===== src/rtl/regfile_sb.sv =====
// Two-read/one-write register file with a per-register pending scoreboard and a clear sweep.
// Define REGFILE_BYPASS_EN to forward a same-cycle write onto the read ports.
module regfile_sb #(
   parameter int unsigned DATA_W   = 16,
   parameter int unsigned ADDR_W   = 3,
   parameter bit          ZERO_REG = 1'b0
) (
   input  logic              clk,
   input  logic              reset_n,
   input  logic [ADDR_W-1:0] rd_addr1,
   input  logic [ADDR_W-1:0] rd_addr2,
   output logic [DATA_W-1:0] rd_data1,
   output logic [DATA_W-1:0] rd_data2,
   output logic              pend1,
   output logic              pend2,
   input  logic              wr_en,
   input  logic [ADDR_W-1:0] wr_addr,
   input  logic [DATA_W-1:0] wr_data,
   input  logic              rsv_en,
   input  logic [ADDR_W-1:0] rsv_addr,
   input  logic              clr_req,
   output logic              busy,
   output logic              clr_done
);

   localparam int unsigned       DEPTH  = 1 << ADDR_W;
   localparam logic [ADDR_W-1:0] LAST   = ADDR_W'(DEPTH - 1);
   localparam logic [ADDR_W-1:0] PENULT = ADDR_W'(DEPTH - 2);

   typedef enum logic {StIdle, StClear} state_e;

   state_e            state_q;
   logic [ADDR_W-1:0] cnt_q;
   logic              busy_q;
   logic              clr_done_q;

   logic [DATA_W-1:0] regs_q [DEPTH];
   logic [DATA_W-1:0] regs_d [DEPTH];
   logic [DEPTH-1:0]  pend_q;
   logic [DEPTH-1:0]  pend_d;

   logic wr_ok;
   logic rsv_ok;

   assign wr_ok  = wr_en  && !busy_q && !(ZERO_REG && (wr_addr  == '0));
   assign rsv_ok = rsv_en && !busy_q && !(ZERO_REG && (rsv_addr == '0));

   // Reserve is applied after the write so it wins on a shared address.
   always_comb begin
      regs_d = regs_q;
      pend_d = pend_q;
      if (busy_q) begin
         regs_d[cnt_q] = '0;
         pend_d[cnt_q] = 1'b0;
      end else begin
         if (wr_ok) begin
            regs_d[wr_addr] = wr_data;
            pend_d[wr_addr] = 1'b0;
         end
         if (rsv_ok) begin
            pend_d[rsv_addr] = 1'b1;
         end
      end
   end

   always_ff @(posedge clk or negedge reset_n) begin
      if (!reset_n) begin
         for (int unsigned i = 0; i < DEPTH; i++) begin
            regs_q[i] <= '0;
         end
         pend_q <= '0;
      end else begin
         regs_q <= regs_d;
         pend_q <= pend_d;
      end
   end

   // clr_done is raised one edge early so it lines up with the last busy cycle.
   always_ff @(posedge clk or negedge reset_n) begin
      if (!reset_n) begin
         state_q    <= StIdle;
         cnt_q      <= '0;
         busy_q     <= 1'b0;
         clr_done_q <= 1'b0;
      end else begin
         case (state_q)
            StIdle: begin
               clr_done_q <= 1'b0;
               if (clr_req) begin
                  state_q <= StClear;
                  cnt_q   <= '0;
                  busy_q  <= 1'b1;
               end
            end
            StClear: begin
               cnt_q      <= cnt_q + 1'b1;
               clr_done_q <= (cnt_q == PENULT);
               if (cnt_q == LAST) begin
                  state_q <= StIdle;
                  busy_q  <= 1'b0;
               end
            end
            default: begin
               state_q    <= StIdle;
               busy_q     <= 1'b0;
               clr_done_q <= 1'b0;
            end
         endcase
      end
   end

   always_comb begin
      rd_data1 = regs_q[rd_addr1];
      pend1    = pend_q[rd_addr1];
`ifdef REGFILE_BYPASS_EN
      if (wr_ok && (wr_addr == rd_addr1)) begin
         rd_data1 = wr_data;
         pend1    = rsv_en && (rsv_addr == wr_addr);
      end
`endif
      if (ZERO_REG && (rd_addr1 == '0)) begin
         rd_data1 = '0;
         pend1    = 1'b0;
      end
   end

   always_comb begin
      rd_data2 = regs_q[rd_addr2];
      pend2    = pend_q[rd_addr2];
`ifdef REGFILE_BYPASS_EN
      if (wr_ok && (wr_addr == rd_addr2)) begin
         rd_data2 = wr_data;
         pend2    = rsv_en && (rsv_addr == wr_addr);
      end
`endif
      if (ZERO_REG && (rd_addr2 == '0)) begin
         rd_data2 = '0;
         pend2    = 1'b0;
      end
   end

   assign busy     = busy_q;
   assign clr_done = clr_done_q;

endmodule


===== config.mk =====
export PLATFORM = sky130hd
export DESIGN_NAME = regfile_sb
export DESIGN_NICKNAME = d
export VERILOG_FILES = /design/src/rtl/regfile_sb.sv
export SDC_FILE = /design/constraint.sdc
export NUM_CORES = 1
export LEC_CHECK = 0
export CAP_MARGIN = 20
export CORE_ASPECT_RATIO = 0.75
export CORE_MARGIN = 2
export CORE_UTILIZATION = 59
export DETAILED_ROUTE_END_ITERATION = 7
export GPL_TIMING_DRIVEN = 1
export HOLD_SLACK_MARGIN = 0.15
export PLACE_DENSITY = 0.81
export SLEW_MARGIN = 0
export SYNTH_ARGS = -nofsm -noshare
export SYNTH_HDL_FRONTEND = slang
export SYNTH_SLANG_ARGS = --single-unit

===== constraint.sdc =====
create_clock -name clk -period 2 [get_ports clk]
set_input_delay 0.2 -clock clk [delete_from_list [all_inputs] [get_ports clk]]
set_output_delay 0.2 -clock clk [all_outputs]
set_load 0.02 [all_outputs]

==> reports/qor.csv, run 1 <==
metric,value,unit
P_leak,4.18,nW
critical setup path kind,flop to primary output,
CTS Sinks,142,
number of nets with antenna violations after routing,0,
crit path launch type,flop,
Final setup viols,3,
"Clk pin slew, worst setup/hold paths",60,ps
Slew headroom,0.632,
met3 Use GR,0.125,
worst-margin pin slew,552,ps
initial DRC count,1157,
die area,14500,µm²
post-synthesis net count,695,
CTS tree,built,
Area after DPL,9160,µm²
final setup skew,7.33,ps
Initial Util,0.611,
grt ovf,0,
Crit path arrival time,1830,ps
synth warn,0,
status,"complete, but fails checks",
#FFs+latches synth,142,
minimum clock period,2030,ps
drt pass-1 iters,7,
register area share after synthesis,0.444,
violated checks,negative setup slack,
Core Footprint,13100,µm²
RSZ-0062 raised after global routing,true,
port buffer count,68,
GPL Wtd Cong,0.889,
largest net degree at the start of global routing,54,
clock buffer depth,2,
Nets,782,
final wirelength,26000,µm
most frequent cells in the layout,"dfrtp_1, nand2_1, mux4_2",
Yosys cell types,36,
CTS buffer count,17,
synthesized instance count,659,
share of cells above drive strength 1,0.317,
Final Instance Area,9810,µm²
Syn Area/Cell,12.2,µm²
Final Max Slew Viols,0,
Async SR Flop Fraction,1.00,
Die Wd,139,µm
worst hold path class,primary input to asynchronous set/reset pin,
ant diodes,0,
met2 global-route usage,0.548,
total of max-cap violations,0,
Top Usage Layer GRT,met2,
Cell Rows,36,
PwrDens,1390,nW/µm²
Crit. End Element,primary output,
"commonest non-fill, non-tap cell in the layout",dfrtp_1,
initial antenna violation count,0,
most area-consuming cells after synthesis,"dfrtp_1, mux4_2, mux2i_1",
vias per cell,7.24,
final hold violation count,0,
PnR worst setup slack,-26.8,ps
global-route usage over all layers,0.369,
via count,6728,
worst skew pair latency,430,ps
Wirelength per Cell,28.0,µm
fmax,493,MHz
first-pass GRT wire length,40200,µm
Worst VDD drop,1.04,mV
GRT met1 Usage,0.479,
CTS root buf,clkbuf_16,
number of remaining DRC errors,0,
die height,105,µm
vias in the first global route,7077,
post-layout power,0.0136,W
worst path required time,1800,ps
area delta synth->final,22.5,%
Crit Path Max Fanout,3,
synthesized cell area,8010,µm²
prevailing post-synth register cell,dfrtp_1,
number of synthesized flops with an enable pin,0,
top cell type by total area after synthesis,dfrtp_1,
Final HPWL DP,16400,µm
share of the synthesized area in the top cell type,0.444,
Ports,69,
period utilization,1.01,
H-Tree Depth,4,
-- worst paths after layout --
check                      startpoint           to  slack (ps)  depth (start not counted)
min in group clk              clr_req     cnt_q[2]         460                          2
max                        regs_q[73]  rd_data1[9]         -30                          3
max reg2reg                      busy  regs_q[123]          60                          4
max in group asynchronous     reset_n   regs_q[35]        1000                          3
min                           reset_n         busy         310                          2
min reg2reg                regs_q[23]   regs_q[23]         550                          2
-- per-layer routing --
layer	vias to the layer above	wire length, µm
met5	-	0
met4	0	1290
met3	133	3360
met2	581	11700
met1	3347	9590
li1	2667	-
-- sequential cells by signal, indices dropped and copies added (netlist names) --
| name | cells |
|---|---|
| regs_q | 128 |
| pend_q | 8 |
| cnt_q | 3 |
| clr_done | 1 |
| state_q | 1 |
| busy | 1 |
-- timing repair --
| action | 4_1_cts | 5_1_grt |
|---|---|---|
| endpoints found under the hold margin | 72 | 0 |
| resized for setup | 150 | 40 |
| buffers inserted | 3 | 4 |
| hold buffers | 1 | 0 |
| setup endpoints to repair | 35 | 18 |
-- logic make-up after synthesis --
| kind of cell | count (synthesis) | synth area share |
|---|---|---|
| buf+inv | 84 | 0.0464 |
| flops | 142 | 0.444 |
| fa+ha+maj | 3 | 0.00469 |
| compound gates | 158 | 0.123 |
| mux | 166 | 0.319 |
| simple gates | 106 | 0.0633 |
-- per-stage QoR --
stage | TNS, ps | hold WS [ps] | std cells | setup slack, ps | util
3_5_place_dp | -12760 | 191 | 890 | -414 | 0.699
3_3_place_gp | -12080 | 190 | 890 | -413 | 0.699
4_1_cts | 0 | 323 | 925 | 0.132 | 0.737
6_report | -56.3 | 310 | 929 | -26.8 | 0.748
5_1_grt | -94.9 | 358 | 929 | -36.3 | 0.748
2_1_floorplan | 0 | -95.6 | 659 | 271 | -
-- power by group --
group	switching, W	internal (W)	leakage, nW	total (W)
combinational	0.00264	0.00254	2.01	0.00519
sequential	0.00111	0.00402	1.87	0.00513
clock	0.00124	0.00204	0.301	0.00329
-- critical path, cell delays in order, from the launching register on --
cell and delay, ps:
dfrtp_1 440, mux4_2 520, mux2_4 300, buf_6 130
-- cells in the mapped netlist (2+ instances only) --
cell,n
a21oi_1,3
o21ai_1,21
clkbuf_1,37
a22oi_1,8
inv_1,19
o21ai_0,56
nand4bb_1,3
buf_6,3
nand2_1,75
mux2i_1,64
mux4_2,68
nand3_1,2
nor2b_1,2
nor2_1,2
nand4b_1,3
o31ai_1,5
buf_2,15
buf_4,4
nor2_2,3
o211ai_1,64
nand2b_1,3
dfrtp_1,142
or2_1,4
ha_1,3
mux2_2,34
buf_1,6
-- final cells by class --
cell class                      count  area, µm²
Clock inverter                     11        140
Timing Repair Buffer              133       1220
Inverter                           19       71.3
Sequential cell                   142       3550
Fill cell                         792       3300
Tap cell                          171        214
Clock buffer                       20        467
Multi-Input combinational cell    433       4140
Power figures use the tool's default switching activity.
==> run 2: changes to the inputs <==
Settings changed: CORE_UTILIZATION 59 to 64, DONT_BUFFER_PORTS set to 1, PLACE_DENSITY 0.81 to 0.8.
==> run 2 against run 1 <==
Net effect:
- the flow finishes with violations (negative hold slack)
- hold slack worse by 840 ps
- global-route usage is 1.4 points higher
- first-iteration DRC count is 19% lower
- maximum frequency is 5.0% higher
- cell count is 9.0% lower
- critical endpoint is now regs_q[119]
- sequential cell count stayed put
- final area is 8.6% lower
- clock power is 4% lower
- setup slack better by 97 ps
- total power is 7.7% lower
- register-to-register slack hardly changed
- sequential power hardly changed
==> reports/qor.csv, run 2 (synthesis results as in run 1) <==
metric,value,unit,change
"Clk pin slew, worst setup/hold paths",60,ps,about the same
final hold violation count,142,,+142
violated checks,negative hold slack,,
final std cells w/o fill,845,,-9.0%
first-pass GRT wire length,38000,µm,-5.4%
P_leak,3.69,nW,-12%
total of max-cap violations,0,,unchanged
Ports,69,,unchanged
Worst VDD drop,0.814,mV,-21%
largest net degree at the start of global routing,143,,+160%
Crit path arrival time,2250,ps,+420 ps
Slew headroom,0.557,,-0.0746
fmax,518,MHz,+5.0%
critical setup path kind,flop to flop,,
global-route usage over all layers,0.383,,+0.0140
initial DRC count,937,,-19%
CTS buffer count,17,,unchanged
Flop pwr share,0.408,,+0.031
CTS root buf,clkbuf_16,,
Final HPWL DP,14600,µm,-11%
worst path required time,2320,ps,+520 ps
die area,13400,µm²,-7.6%
Final setup viols,0,,-3
worst path cell trace,or3b_2 > or2_1 > o21ai_0,,
WHS,-528,ps,-838 ps
vias in the first global route,6613,,-6.6%
via count,6360,,-5.5%
Cell Rows,35,,-2.8%
largest register by flop count,regs_q,,
internal power,0.00798,W,-7.3%
crit-path max cell delay,590,ps,+70 ps
period utilization,0.965,,-0.0485
CTS tree,built,,
Crit. End Element,flop,,
area delta synth->final,12.0,%,
max reg flops,128,,unchanged
PwrDens,1400,nW/µm²,+0.94%
clock buffer depth,2,,unchanged
top flop regs,"regs_q (128), pend_q (8), cnt_q (3)",,
most frequent cells in the layout,"dfrtp_1, nand2_1, mux4_2",,
worst hold path class,primary input to asynchronous set/reset pin,,
crit path launch type,flop,,
RSZ-0062 raised after global routing,false,,
share of cells above drive strength 1,0.248,,-0.0688
CTS Sinks,142,,unchanged
port buffer count,0,,-100%
grt ovf,0,,unchanged
CP max-delay cell,or3b_2,,
initial antenna violation count,0,,unchanged
worst-margin pin slew,664,ps,+112 ps
Comb pwr share,0.340,,-0.041
GPL Wtd Cong,0.917,,+3.2%
H-Tree Depth,4,,unchanged
final setup skew,7.93,ps,+0.600 ps
Initial Util,0.653,,+0.0421
die height,101,µm,-3.8%
drt pass-1 iters,7,,unchanged
number of nets with antenna violations after routing,0,,unchanged
Die Wd,133,µm,-3.9%
Total Neg Setup Slack,0,ps,+56.3 ps
Final Max Slew Viols,0,,unchanged
minimum clock period,1930,ps,-97.0 ps
number of remaining DRC errors,0,,unchanged
Crit Path Max Fanout,16,,+13
"commonest non-fill, non-tap cell in the layout",dfrtp_1,,
final wirelength,24200,µm,-6.8%
vias per cell,7.53,,+3.9%
Nets,702,,-10%
Sw Ratio,0.364,,-0.00300
P_sw,0.00458,W,-8.5%
Core Footprint,12300,µm²,-6.5%
clock power share,0.251,,+0.009
Inst Count DP,790,,-11%
worst skew pair latency,420,ps,about the same
Post-CTS Hold Fix Bufs,23,,+22
Wirelength per Cell,28.7,µm,+2.5%
status,"complete, but fails checks",,
==> run 2: cell count changes in the layout (fill, tap and decap cells not counted), sizes merged, moves of 2 or more <==
cell	delta
clkbuf	+4
buf	-71
clkinv	-2
dlygate4sd3	+22
dlygate4sd2	-3
clkdlybuf4s50	-28
==> run 2: timing repair <==
| item | CTS | global route |
|---|---|---|
| endpoints found under the setup margin | 0 | 2 |
| setup buffers | 0 | 0 |
| gates resized for setup | 0 | 2 |
| endpoints found under the hold margin | 269 | 142 |
==> run 2: area by class of cell <==
class	instances	area, µm²
clock inverter	7	85.1
multi-input combinational	433	4090
fill	769	3290
antenna	1	2.50
clock buffer	24	492
inverter	19	71.3
timing repair buffer	53	468
sequential	142	3550
tap	166	208
==> run 2: path summary, 6_finish.rpt <==
| check | startpoint | to | slack, ps | depth (start not counted) |
|---|---|---|---|---|
| max in group asynchronous | reset_n | regs_q[109] | 2220 | 0 |
| hold / removal | reset_n | regs_q[34] | -530 | 0 |
| min in group clk | rsv_addr[0] | pend_q[1] | 180 | 3 |
| setup reg to reg | busy | regs_q[119] | 70 | 3 |
| setup / recovery | busy | regs_q[119] | 70 | 3 |
| hold reg to reg | regs_q[70] | regs_q[70] | 540 | 2 |
==> run 2: power groups by stage <==
stage	clock, W	combinational (W)	sequential, W
2_1_floorplan	0	0.00329	0.00465
3_3_place_gp	0	0.00389	0.00489
3_5_place_dp	0	0.00407	0.00506
4_1_cts	0.00315	0.00419	0.00504
5_1_grt	0.00326	0.00456	0.00523
6_report	0.00316	0.00427	0.00513
==> run 2: stage by stage <==
step	worst slack (ps)	cell area, µm²	total power (W)	utilization
finish	70.3	8970	0.0126	0.731
global route	25.9	8970	0.0131	0.731
CTS	81.7	8960	0.0124	0.731
detailed placement	107	8150	0.00913	0.665
global placement	232	8150	0.00878	0.665
floorplan	271	8010	0.00794	-
==> run 2: per-layer routing <==
| layer | part of all wire | GRT usage | wire, µm | vias to the layer above |
|---|---|---|---|---|
| met4 | 0.042 | 0.200 | 1020 | 0 |
| met5 | 0 | 0 | 0 | - |
| met1 | 0.37 | 0.497 | 8910 | 3250 |
| met3 | 0.12 | 0.116 | 2960 | 120 |
| li1 | - | - | - | 2507 |
| met2 | 0.47 | 0.594 | 11300 | 483 |
==> run 2: critical path, delay by kind of cell, from the launching register on <==
| kind | cells | cell delay, ps |
|---|---|---|
| DFF | 1 | 390 |
| AOI/OAI and AO/OA | 1 | 310 |
| and+or+nand+nor | 2 | 1120 |
